===== src/rtl/interrupt_request_and_service.sv =====
// 8-level interrupt request latch, rotating-priority resolver and in-service register.
// Optional IRQ_SYNC_EN adds a two-flop synchronizer in front of every IR pin.
module interrupt_request_and_service (
  input  logic       clk,
  input  logic       reset,
  input  logic [7:0] interrupt_request_pin,
  input  logic       level_or_edge_toriggered_config,
  input  logic       special_fully_nest_config,
  input  logic       freeze,
  input  logic [7:0] clear_interrupt_request,
  input  logic [7:0] interrupt_mask,
  input  logic [7:0] interrupt_special_mask,
  input  logic [2:0] priority_rotate,
  input  logic       latch_in_service,
  input  logic [7:0] end_of_interrupt,
  output logic [7:0] interrupt,
  output logic [7:0] highest_level_in_service,
  output logic [7:0] interrupt_request_register,
  output logic [7:0] in_service_register
);

  logic [7:0] ir_s;
  logic [7:0] edge_arm;
  logic [7:0] irr_next;
  logic [3:0] cand_rank;
  logic [3:0] isr_rank;
  logic [7:0] resolved;

  // Rank 0 is the level just above priority_rotate; 8 means no bit set.
  function automatic logic [3:0] first_rank(input logic [7:0] v, input logic [2:0] rot);
    logic [3:0] k;
    k = 4'd8;
    for (int i = 7; i >= 0; i--)
      if (v[rot + 3'(i) + 3'd1]) k = 4'(i);
    return k;
  endfunction

  function automatic logic [7:0] rank_to_bit(input logic [3:0] k, input logic [2:0] rot);
    logic [7:0] b;
    b = '0;
    if (!k[3]) b[rot + k[2:0] + 3'd1] = 1'b1;
    return b;
  endfunction

`ifdef IRQ_SYNC_EN
  logic [7:0] sync_p0;
  logic [7:0] sync_p1;

  // Synchronizer stages p0 -> p1
  always_ff @(posedge clk or posedge reset) begin
    if (reset) begin
      sync_p0 <= '0;
      sync_p1 <= '0;
    end else begin
      sync_p0 <= interrupt_request_pin;
      sync_p1 <= sync_p0;
    end
  end

  assign ir_s = sync_p1;
`else
  assign ir_s = interrupt_request_pin;
`endif

  // Edge requests need a prior low; an edge seen during freeze stays armed until released.
  always_comb begin
    if (level_or_edge_toriggered_config)
      irr_next = freeze ? interrupt_request_register : ir_s;
    else
      irr_next = interrupt_request_register | (ir_s & edge_arm & {8{~freeze}});
    irr_next = irr_next & ~clear_interrupt_request;
  end

  // Only the top-ranked candidate matters: if it is blocked, every lower one is too.
  always_comb begin
    cand_rank = first_rank(interrupt_request_register & ~interrupt_mask, priority_rotate);
    isr_rank  = first_rank(in_service_register & ~interrupt_special_mask, priority_rotate);
    resolved  = '0;
    if (!cand_rank[3] &&
        ((cand_rank < isr_rank) || ((cand_rank == isr_rank) && special_fully_nest_config)))
      resolved = rank_to_bit(cand_rank, priority_rotate);
  end

  assign highest_level_in_service = rank_to_bit(isr_rank, priority_rotate);

  // Request / service state
  always_ff @(posedge clk or posedge reset) begin
    if (reset) begin
      interrupt_request_register <= '0;
      edge_arm                   <= '0;
      in_service_register        <= '0;
      interrupt                  <= '0;
    end else begin
      interrupt_request_register <= irr_next;
      edge_arm                   <= ~ir_s | (edge_arm & {8{freeze}});
      in_service_register        <= (in_service_register & ~end_of_interrupt) |
                                    (latch_in_service ? interrupt : 8'h00);
      if (!freeze) interrupt <= resolved;
    end
  end

endmodule

===== config.mk =====
export PLATFORM = sky130hd
export DESIGN_NAME = interrupt_request_and_service
export DESIGN_NICKNAME = d
export VERILOG_FILES = /design/src/rtl/interrupt_request_and_service.sv
export SDC_FILE = /design/constraint.sdc
export NUM_CORES = 1
export LEC_CHECK = 0
export ABC_AREA = 1
export BUFFER_PORTS_ARGS = -buffer_cell sky130_fd_sc_hd__buf_2
export CAP_MARGIN = 20
export CORE_AREA = 2 2 87 89
export CTS_BUF_LIST = sky130_fd_sc_hd__clkbuf_2
export CTS_CLUSTER_SIZE = 8
export DETAILED_ROUTE_END_ITERATION = 6
export DIE_AREA = 0 0 89 91
export PLACE_DENSITY = 0.67
export SLEW_MARGIN = 20
export SYNTH_ARGS = -nofsm -noshare
export SYNTH_HDL_FRONTEND = slang
export SYNTH_SLANG_ARGS = --single-unit

===== constraint.sdc =====
create_clock -name clk -period 6.2 [get_ports clk]
set_input_delay 0.93 -clock clk [delete_from_list [all_inputs] [get_ports clk]]
set_output_delay 0.93 -clock clk [all_outputs]
set_load 0.02 [all_outputs]

==> summary.md <==
Outcome
- finished clean — result of the run

Logic synthesis
- 7.159 um^2 — Mean Syn Cell Area
- 428 — synthesized netlist cell count
- 32 — synthesis-stage register bit count
- dfrtp_1 26%, nand2_1 15%, nand3_1 12% — biggest area contributors in the synthesized netlist
- 3064 um^2 — total standard cell area after synthesis
- 36 — count of different cell masters after synthesis
- 26.13% — proportion of netlist area held by the largest area contributor
- dfrtp_1 — Yosys top cell by area
- 0 — total number of yosys warnings
- 487 — synthesized netlist net count
- 26.13% — proportion of synthesized chip area in sequential cells

Power and ir drop
- 1.935 nW — leakage power figure
- 155.2 uV — Max rail drop VDD
- 241.2 nW/um^2 — total power divided by cell area
- 0.0008532 W — total power draw

Global route
- 2788 — number of global-route vias before repair
- 33 — largest net degree at the start of global routing
- 20.38% — global routing usage summed across all routing layers
- 13140 um — first-pass GRT wire length
- 0 — number of antenna violations at the first check in global routing
- 0 — total gr overflow

Setup path
- input port — critical path launch point type
- priority_rotate[0] — CP Launch Point
- 0.51 ns — largest stage delay on the critical path
- interrupt_request_register[7] — worst reg2reg path startpoint
- in2out — Setup CP Type
- output port — nature of the critical path endpoint
- 5.27 ns — critical path required time
- 20 — worst-path maximum fanout
- nand2_1 — most frequent cell on the critical path
- buf_2 -> inv_8 -> ha_1 -> inv_1 -> nand3_1 -> nand2_1 -> nand2_1 -> nand2_1 -> a31oi_1 -> nor2_1 -> nor2_1 -> o21ai_0 -> nand2_1 -> ha_1 -> fa_1 -> xor2_1 -> inv_1 -> nand2_1 -> nand3_1 -> nor2_1 -> buf_2 — ordered list of cells on the worst path
- 4.54 ns — Data arrival, critical path
- ha_1 — slowest cell on the critical path

Layout
- 124 x nand2_1, 80 x buf_2, 71 x nand3_1, 41 x inv_1, 32 x dfrtp_1 — highest-count cells in the layout ignoring fill and taps
- 749 — Fill cells
- 0 — antenna diode instance count
- 3537 um^2 — Post-Layout Inst Area
- nand2_1 — most common cell after layout, fill and taps aside
- 15.43% — relative area change from synthesis to final layout
- 33.00% — fraction of layout cells with a size suffix above 1
- 564 — count of nets after finishing

Timing
- 183.0 MHz — maximum clock frequency
- 66.17% — headroom to the max-slew limit
- 0.01985 ns — Worst Clk Skew
- 0 — Pins Over Slew Limit
- 0 — final hold vios
- 5.465 ns — fin crit period
- false — unrepaired setup endpoints after global routing
- 0 ns — Fin Setup TNS
- 0 — count of endpoints failing setup in the final report
- 88.15% — final worst path period share
- 0.5075 ns — worst slew pin tran
- 0.4915 ns — tightest hold margin

Detailed routing
- 13.06 um — wire per inst
- 5 — Pre-Repair DR Iteration Count
- 3061 — number of vias in the routed layout
- 5.060 — drt via density
- 0 — DRC viols
- 0 — number of routed nets with antenna violations
- 196 — DR iter-0 viols
- 7901 um — total wirelength of the detailed-routed design

Die
- 8099 um^2 — die area
- 42.93% — effective utilization at floorplan
- 91 um — die extent in y
- 81 — ports placed on the boundary
- 7137 um^2 — core area
- 31 — FP Rows
- 89 um — die width

Clock network
- clkbuf_2 — Root Buffer Master
- 0 — hold buffer count at cts
- 5 — Num CTS Buffers
- 32 — Num Clock Sinks
- 2 — CTS H-tree lvls
- yes — CTS tree
- 2 — deepest clock path buffer count
- 0.15 ns — clk slew on worst S/H paths
- 0 — buffers inserted by post-CTS timing repair
- 0.38 ns — source-to-sink clock delay at the later pin of the worst-skew pair
- 0 — count of instances resized after the clock tree is built

Place
- 80 — I/O Buffers
- 6524 um — dpl hpwl
- 0.9193 — Final Wtd Congestion
- 3498 um^2 — standard cell area after detailed placement

Min path
- reg2reg — path class of the lowest-slack min-delay path
- edge_arm[3] — critical hold path startpoint

Run
- 0 — max capacitance violation total

==> where the power goes <==
| group | total (W) | internal (W) | switching (W) |
|---|---|---|---|
| Sequential | 0.000274 | 0.000240 | 0.0000339 |
| Combinational | 0.000479 | 0.000162 | 0.000317 |
| Clock | 0.000100 | 0.0000302 | 0.0000702 |
==> area by class of cell <==
type	count	area, um^2	share of cell area [%]
well taps	99	123.9	3.502
clock inverters	1	3.754	0.1061
inverters	51	198.9	5.624
repair buffers	81	407.9	11.53
flip-flops and latches	32	800.8	22.64
clock buffers	7	35.03	0.9904
multi-input cells	334	1967	55.61
==> logic make-up (layout without fill, tap and decap cells) <==
family          Yosys count  in the layout  share of synthesized area, %
xor+xnor                  5              5                         2.042
flops                    32             32                         26.13
buf+inv                  62            140                         9.677
compound gates           35             35                         7.228
fa+ha+maj                10             10                         4.328
simple gates            284            284                         50.59
==> synth_stat cells (all sizes together) <==
cell	instances
nand2	148
a31oi	1
clkbuf	4
nor2	27
nand3b	2
nand3	104
ha	9
xor2	3
nor3	2
o21ai	13
o21a	1
buf	7
fa	1
inv	50
or2	1
dfrtp	32
xnor2	2
clkinv	1
a21oi	12
o211ai	8
==> flip-flops by register name, indices dropped and copies added (netlist names) <==
register                    count
interrupt_request_register      8
edge_arm                        8
in_service_register             8
interrupt                       8
==> path summary, 6_finish.rpt <==
path | endpoint | slack, ns | cells after the start
setup / recovery | highest_level_in_service[6] | 0.73 | 21
max in group asynchronous | edge_arm[3] | 5.29 | 3
hold / removal | edge_arm[3] | 0.49 | 2
min in group asynchronous | interrupt[2] | 0.60 | 3
hold reg to reg | edge_arm[3] | 0.49 | 2
setup reg to reg | interrupt[0] | 3.64 | 17
==> stage by stage <==
step | util (%) | worst slack, ns | instances
floorplan | - | 1.512 | 428
global placement | 49.02 | 0.9080 | 597
detailed placement | 49.02 | 0.7498 | 597
CTS | 49.56 | 0.7464 | 605
global route | 49.56 | 0.3295 | 605
finish | 49.56 | 0.7345 | 605
==> worst max-delay path: cells and delay by family <==
family | cells | cell delay, ns
AO/OA/AOI/OAI | 2 | 0.21
XOR/XNOR | 1 | 0.24
adder cells (fa/ha/maj) | 3 | 1.08
buffers and inverters | 5 | 1.18
AND/OR/NAND/NOR | 10 | 0.87
==> routing by layer <==
metal,up-vias,routed length [um],GRT usage (%)
met3,13,354,2.727
met1,1391,3600,28.63
met2,108,3812,32.21
met5,-,0,0
li1,1549,-,-
met4,0,134,6.468
Note: power is estimated with default switching activity, not from simulation.
